[config.mk]
export PLATFORM = sky130hd
export DESIGN_NAME = multi_ch_ask_dds
export DESIGN_NICKNAME = d
export VERILOG_FILES = /design/src/rtl/multi_ch_ask_dds.sv
export SDC_FILE = /design/constraint.sdc
export NUM_CORES = 1
export LEC_CHECK = 0
export CAP_MARGIN = 5
export CORE_MARGIN = 10
export CORE_UTILIZATION = 55
export DETAILED_ROUTE_END_ITERATION = 12
export GPL_TIMING_DRIVEN = 0
export MAX_ROUTING_LAYER = met4
export PLACE_DENSITY = 0.87
export SETUP_SLACK_MARGIN = 0.5
export SLEW_MARGIN = 15
export SYNTH_ARGS = -nofsm -noshare
export SYNTH_HDL_FRONTEND = slang
export SYNTH_SLANG_ARGS = --single-unit
export TNS_END_PERCENT = 50
[constraint.sdc]
create_clock -name clk -period 4.1 [get_ports clk]
set_input_delay 0.82 -clock clk [delete_from_list [all_inputs] [get_ports clk]]
set_output_delay 0.82 -clock clk [all_outputs]
set_load 0.05 [all_outputs]
[src/rtl/multi_ch_ask_dds.sv]
// -----------------------------------------------------------------------------
// multi_ch_ask_dds
//   Multi-channel DDS with on/off and reduced-amplitude ASK keying. One shared
//   phase accumulator drives NCH external sine ROMs (1-cycle read latency),
//   each with a static phase offset. The output mode only changes at an
//   accumulator wrap (unless turning on from, or off to, OFF). ASK bits are
//   pulled through a valid/ready handshake once every BIT_CYCLES samples.
//
// Ports
//   clk, rst_n            sample clock, asynchronous active-low reset
//   step_up/step_down     +1 / -1 frequency step pulses (saturating)
//   step_load, step_in    load strobe and value (clamped to [STEP_MIN,STEP_MAX])
//   mode_req              0=OFF 1=SINE 2=ASK 3=ASK_LOW
//   phase_ofs             per-channel phase offset, ROM_AW bits each
//   bit_data/valid/ready  ASK bit stream handshake
//   rom_addr, rom_data    external ROM address (registered) and read data
//   da_clk                inverted clk, DAC samples mid-cycle
//   da_data               per-channel DAC samples
//   cur_step, cur_mode    current step register and active mode
//   bit_active, underrun  current keying bit, one-cycle missing-bit pulse
//   phase_acc             channel-0 accumulator top 16 bits
// -----------------------------------------------------------------------------
module multi_ch_ask_dds #(
    parameter int NCH        = 2,
    parameter int ACC_W      = 24,
    parameter int STEP_W     = 20,
    parameter int ROM_AW     = 10,
    parameter int DAC_W      = 10,
    parameter int STEP_INIT  = 1000,
    parameter int STEP_MIN   = 1,
    parameter int STEP_MAX   = 9999,
    parameter int BIT_CYCLES = 2000
) (
    input  logic                    clk,
    input  logic                    rst_n,
    input  logic                    step_up,
    input  logic                    step_down,
    input  logic                    step_load,
    input  logic [STEP_W-1:0]       step_in,
    input  logic [1:0]              mode_req,
    input  logic [NCH*ROM_AW-1:0]   phase_ofs,
    input  logic                    bit_data,
    input  logic                    bit_valid,
    output logic                    bit_ready,
    output logic [NCH*ROM_AW-1:0]   rom_addr,
    input  logic [NCH*DAC_W-1:0]    rom_data,
    output logic                    da_clk,
    output logic [NCH*DAC_W-1:0]    da_data,
    output logic [STEP_W-1:0]       cur_step,
    output logic [1:0]              cur_mode,
    output logic                    bit_active,
    output logic                    underrun,
    output logic [15:0]             phase_acc
);

    typedef enum logic [1:0] {
        MODE_OFF     = 2'd0,
        MODE_SINE    = 2'd1,
        MODE_ASK     = 2'd2,
        MODE_ASK_LOW = 2'd3
    } mode_t;

    localparam int CNT_W = (BIT_CYCLES > 1) ? $clog2(BIT_CYCLES) : 1;

    localparam logic [STEP_W-1:0] L_STEP_INIT = STEP_W'(STEP_INIT);
    localparam logic [STEP_W-1:0] L_STEP_MIN  = STEP_W'(STEP_MIN);
    localparam logic [STEP_W-1:0] L_STEP_MAX  = STEP_W'(STEP_MAX);
    localparam logic [CNT_W-1:0]  L_BIT_LAST  = CNT_W'(BIT_CYCLES - 1);
    localparam logic [DAC_W-1:0]  L_MID       = {1'b1, {(DAC_W-1){1'b0}}};

    // State
    logic [STEP_W-1:0]       r_step;
    logic [ACC_W-1:0]        r_acc;
    mode_t                   r_mode;
    logic [CNT_W-1:0]        r_bit_cnt;
    logic                    r_bit_active;
    logic                    r_underrun;
    logic [NCH*ROM_AW-1:0]   r_rom_addr;
    logic [NCH*DAC_W-1:0]    r_da;
    // Keying state travels alongside its sample through the ROM pipeline
    mode_t                   r_mode_d1, r_mode_d2;
    logic                    r_act_d1, r_act_d2;

    // Next-state
    logic [STEP_W-1:0]       w_step_nxt;
    logic [ACC_W:0]          w_acc_sum;
    logic                    w_wrap;
    mode_t                   w_mode_req;
    mode_t                   w_mode_nxt;
    logic                    w_cur_ask, w_nxt_ask;
    logic                    w_bit_ready;
    logic [CNT_W-1:0]        w_cnt_nxt;
    logic                    w_act_nxt;
    logic                    w_under_nxt;
    logic [NCH*ROM_AW-1:0]   w_addr_nxt;
    logic [NCH*DAC_W-1:0]    w_da_nxt;

    // Step register
    always_comb begin
        w_step_nxt = r_step;
        if (step_load) begin
            if (step_in < L_STEP_MIN)      w_step_nxt = L_STEP_MIN;
            else if (step_in > L_STEP_MAX) w_step_nxt = L_STEP_MAX;
            else                           w_step_nxt = step_in;
        end else if (step_up && !step_down) begin
            w_step_nxt = (r_step >= L_STEP_MAX) ? L_STEP_MAX : r_step + STEP_W'(1);
        end else if (step_down && !step_up) begin
            w_step_nxt = (r_step <= L_STEP_MIN) ? L_STEP_MIN : r_step - STEP_W'(1);
        end
    end

    // Accumulator carry-out marks the wrap on which mode changes take effect
    assign w_acc_sum  = {1'b0, r_acc} + (ACC_W+1)'(r_step);
    assign w_wrap     = w_acc_sum[ACC_W];
    assign w_mode_req = mode_t'(mode_req);

    // Mode / bit-timer next state
    always_comb begin
        w_mode_nxt  = r_mode;
        w_cnt_nxt   = '0;
        w_act_nxt   = r_bit_active;
        w_under_nxt = 1'b0;

        if (r_mode == MODE_OFF || w_mode_req == MODE_OFF || w_wrap)
            w_mode_nxt = w_mode_req;

        w_cur_ask   = (r_mode == MODE_ASK) || (r_mode == MODE_ASK_LOW);
        w_nxt_ask   = (w_mode_nxt == MODE_ASK) || (w_mode_nxt == MODE_ASK_LOW);
        w_bit_ready = w_cur_ask && (r_bit_cnt == L_BIT_LAST);

        if (w_nxt_ask) begin
            if (!w_cur_ask)       w_cnt_nxt = L_BIT_LAST;   // first ASK cycle requests a bit
            else if (w_bit_ready) w_cnt_nxt = '0;
            else                  w_cnt_nxt = r_bit_cnt + CNT_W'(1);
        end

        case (w_mode_nxt)
            MODE_OFF:  w_act_nxt = 1'b0;
            MODE_SINE: w_act_nxt = 1'b1;
            default: begin
                // ASK<->ASK_LOW keeps the current bit; only a bit slot changes it
                if (w_bit_ready) w_act_nxt = bit_valid & bit_data;
            end
        endcase

        w_under_nxt = w_bit_ready & ~bit_valid;
    end

    // Per-channel address generation and output shaping
    for (genvar g = 0; g < NCH; g++) begin : g_ch
        logic [DAC_W-1:0]        w_rd;
        logic [DAC_W-1:0]        w_low;
        logic [DAC_W-1:0]        w_sel;
        logic signed [DAC_W:0]   w_diff;

        assign w_addr_nxt[g*ROM_AW +: ROM_AW] =
            r_acc[ACC_W-1 -: ROM_AW] + phase_ofs[g*ROM_AW +: ROM_AW];

        assign w_rd   = rom_data[g*DAC_W +: DAC_W];
        assign w_diff = $signed({1'b0, w_rd}) - $signed({1'b0, L_MID});
        // Quarter-amplitude about midscale; the modular add cannot overflow
        assign w_low  = L_MID + DAC_W'(w_diff >>> 2);

        always_comb begin
            w_sel = L_MID;
            case (r_mode_d2)
                MODE_SINE:    w_sel = w_rd;
                MODE_ASK:     w_sel = r_act_d2 ? w_rd : L_MID;
                MODE_ASK_LOW: w_sel = r_act_d2 ? w_rd : w_low;
                default:      w_sel = L_MID;
            endcase
        end

        assign w_da_nxt[g*DAC_W +: DAC_W] = w_sel;
    end

    always_ff @(posedge clk or negedge rst_n) begin
        if (!rst_n) begin
            r_step       <= L_STEP_INIT;
            r_acc        <= '0;
            r_mode       <= MODE_OFF;
            r_bit_cnt    <= '0;
            r_bit_active <= 1'b0;
            r_underrun   <= 1'b0;
            r_rom_addr   <= '0;
            r_da         <= {NCH{L_MID}};
            r_mode_d1    <= MODE_OFF;
            r_mode_d2    <= MODE_OFF;
            r_act_d1     <= 1'b0;
            r_act_d2     <= 1'b0;
        end else begin
            r_step       <= w_step_nxt;
            r_acc        <= w_acc_sum[ACC_W-1:0];
            r_mode       <= w_mode_nxt;
            r_bit_cnt    <= w_cnt_nxt;
            r_bit_active <= w_act_nxt;
            r_underrun   <= w_under_nxt;
            r_rom_addr   <= w_addr_nxt;
            r_da         <= w_da_nxt;
            r_mode_d1    <= r_mode;
            r_mode_d2    <= r_mode_d1;
            r_act_d1     <= r_bit_active;
            r_act_d2     <= r_act_d1;
        end
    end

    if (ACC_W >= 16) begin : g_pa_wide
        assign phase_acc = r_acc[ACC_W-1 -: 16];
    end else begin : g_pa_narrow
        assign phase_acc = {r_acc, {(16-ACC_W){1'b0}}};
    end

    assign da_clk     = ~clk;
    assign da_data    = r_da;
    assign rom_addr   = r_rom_addr;
    assign cur_step   = r_step;
    assign cur_mode   = r_mode;
    assign bit_active = r_bit_active;
    assign underrun   = r_underrun;
    assign bit_ready  = w_bit_ready;

endmodule
==> run metrics <==
Power Density=around 730 mW/mm²; number of buffers created by CTS=9; maximum clock insertion buffer count=2; buffer cell driving the clock tree root=sky130_fd_sc_hd__clkbuf_16; global-route wire length before repair=30.8 mm; maximum number of pins on one net before global-route repair=just under 70; cts-stage hold buffer count=0; clock transition at the registers of the reported paths=0.08 ns; run status=finished, final reports clean; post-synthesis to final-layout area growth=31.5%; cell area after layout=0.00853 mm²; R2R Path Start=cur_step[0]$_DFFE_PN0P_; DRC errors left=0; worst setup path class=clk -> out; depth of the worst register-to-register path=9; synthesis-stage register bit count=around 110; number of gates given a new drive strength after cts=5; horizontal die dimension=approximately 130 µm; class of the tightest hold or removal check=in -> async; Die Outline Area=approximately 0.017 mm²; largest cells by area after synthesis=sky130_fd_sc_hd__dfrtp_1 (37%), sky130_fd_sc_hd__ha_1 (8.1%), sky130_fd_sc_hd__xnor2_1 (5.0%), sky130_fd_sc_hd__a21oi_1 (3.9%), sky130_fd_sc_hd__dfstp_2 (3.2%); vias after detailed routing=about 6000; number of search-and-repair iterations in the first detailed-routing pass=5; post-synthesis cell type count=76; weighted congestion at the end of routability-driven global placement=about 0.9; worst setup path endpoint=da_clk; Global Route Usage Sum=23.3%; Final Hold Viols=0; global-route congestion overflow total=0; Slew Limit Fails=0; final antenna diode count=0; count of input and output buffers=150; area of the multi-input gates=roughly 0.0035 mm²; skew final=between 0.008 and 0.009 ns; fraction of final layout cells sized beyond drive strength 1=roughly 8.6%; starting density of the core=56.6%; number of enable flip-flop cells after synthesis=0; count of endpoints failing setup in the final report=0; Fill cells=slightly below 800; proportion of synthesized chip area in sequential cells=40.6%; launch point of the worst path=clk; mean number of vias per cell=roughly 6; VDD IR max=0.887 mV; Async S/R FF share, synth=100%; kind of start point of the critical path=clock port; maximum net fanout on the critical path=18; Worst Setup End Kind=primary output; unrepaired setup endpoints after global routing=no; leading area contributor after synthesis=sky130_fd_sc_hd__dfrtp_1; Area after DPL=0.00820 mm²; synthesized net count=796; area of the mapped netlist=0.00649 mm²; actual slew at the worst max-slew pin=around 0.95 ns; cell count after synthesis=about 700; Slew headroom=a little over a third; area inside the core boundary=about 0.011 mm²; top cell type's share of synthesized area=37.4%; number of levels in the clock H-tree=3; Final Total Pwr=slightly above 6 mW; vias in the first global route=roughly 6000; library cell with the highest instance count after synthesis=sky130_fd_sc_hd__dfrtp_1; data arrival time of the critical path=around 2.7 ns; Starting DRT DRC Count=roughly 600; Post-Synthesis Mean Instance Area=about 9.5 µm²; number of top-level design ports=around 150; average wire per standard cell=about 20 µm; antenna violations before repair=0; wirelength, routed=19.5 mm; static leakage power=around 3.8 nW; Finished Core Util=~74%; Max Cap Viol=0; main flop type after synthesis=sky130_fd_sc_hd__dfrtp_1; r2r endpoint=cur_mode[0]$_DFF_PN0_; number of nets in the layout=958; total of warnings raised by yosys=0; buffers inserted by post-CTS timing repair=0; Skew-Pair Late Insertion Delay=between 0.3 and 0.4 ns; Crit path required time=around 3.3 ns; clock tree from TritonCTS=done; commonest cells in the netlist=sky130_fd_sc_hd__dfrtp_1 (97), sky130_fd_sc_hd__a21oi_1 (50), sky130_fd_sc_hd__nor2_1 (47), sky130_fd_sc_hd__nand2_1 (45); residual antenna-violating net count after detailed routing=0; vertical die dimension=around 130 µm; Site Rows=39; slack of the worst reg-to-reg path=about 1.1 ns; FF/Latch Area=between 0.002 and 0.003 mm²; HPWL reported at the end of detailed placement=about 15 mm
==> cells by family after synthesis <==
| group | synth area share [%] |
|---|---|
| mux | 0.347 |
| flops | 40.6 |
| buf+inv | 5.65 |
| xor+xnor | 7.40 |
| compound gates | 20.5 |
| simple gates | 16.4 |
| fa+ha+maj | 9.02 |
==> layout make-up <==
class | instances | share of cell area (%)
clock buffer | 13 | 3.58
tap | 143 | 2.10
buffer | 41 | 2.93
inverter | 30 | 1.32
sequential | 105 | 30.9
clock inverter | 5 | 0.455
timing repair buffer | 150 | 17.8
multi-input combinational | 505 | 40.9
==> layout by cell type, fill, tap and decap left out, drive strengths merged, types with 21 or more instances in the layout <==
cell / Yosys / routed
inv: 31 / 35
xnor2: 38 / 38
buf: 25 / 28
a21oi: 50 / 50
o21ai: 50 / 50
nor2: 48 / 48
nand2: 47 / 47
nand3: 21 / 21
clkdlybuf4s50: 0 / 147
clkbuf: 16 / 28
dfrtp: 97 / 97
ha: 42 / 42
==> state kept, by name, summed over array words and instances, names as in the netlist, 2 cells and up <==
signal / count
r_bit_cnt: 11
da_data: 20
rom_addr: 20
cur_step: 20
r_mode_d1: 2
r_mode_d2: 2
cur_mode: 2
r_acc: 24
==> metal layers <==
| layer | vias up | track usage (%) | part of all wire (%) |
|---|---|---|---|
| met2 | 263 | 39.4 | 49 |
| met4 | 0 | 9.30 | 2.6 |
| met3 | 49 | 4.48 | 7.5 |
| met1 | 2884 | 26.8 | 41 |
| met5 | - | - | 0 |
| li1 | 2777 | - | - |
==> critical path: stages <==
cell and delay (ns):
sky130_fd_sc_hd__clkbuf_16 0.17, sky130_fd_sc_hd__clkbuf_16 0.18, sky130_fd_sc_hd__inv_1 0.05, sky130_fd_sc_hd__buf_2 0.25
==> stage by stage <==
stage / setup slack, ns / TNS (ns) / hold slack (ns) / cells
detailed placement: 0.422 / 0 / 0.341 / 976
finish: 0.572 / 0 / 0.348 / 992
floorplan: 0.934 / 0 / 0.331 / 682
CTS: 0.529 / 0 / 0.358 / 992
global route: 0.545 / 0 / 0.372 / 992
global placement: -1.61 / -158.57 / 0.333 / 975
==> how the worst min path moves through the flow <==
stage | depth (start not counted) | start | slack [ns] | end
final | 1 | rst_n | 0.35 | rom_addr[15]$_DFF_PN0_
after global routing | 0 | r_act_d1$_DFF_PN0_ | 0.37 | r_act_d2$_DFF_PN0_
after CTS | 1 | rst_n | 0.36 | rom_addr[15]$_DFF_PN0_
after detailed placement | 0 | r_act_d1$_DFF_PN0_ | 0.34 | r_act_d2$_DFF_PN0_
after global placement | 0 | r_mode_d1[1]$_DFF_PN0_ | 0.33 | r_mode_d2[1]$_DFF_PN0_
after floorplan | 0 | r_act_d1$_DFF_PN0_ | 0.33 | r_act_d2$_DFF_PN0_
==> power breakdown <==
part	total, mW	internal (mW)	switching [mW]	leakage (nW)
Combinational	3.50	1.33	2.16	2.34
Clock	1.01	0.541	0.471	0.179
Sequential	1.71	1.45	0.265	1.26
(Power assumes the default switching activity.)
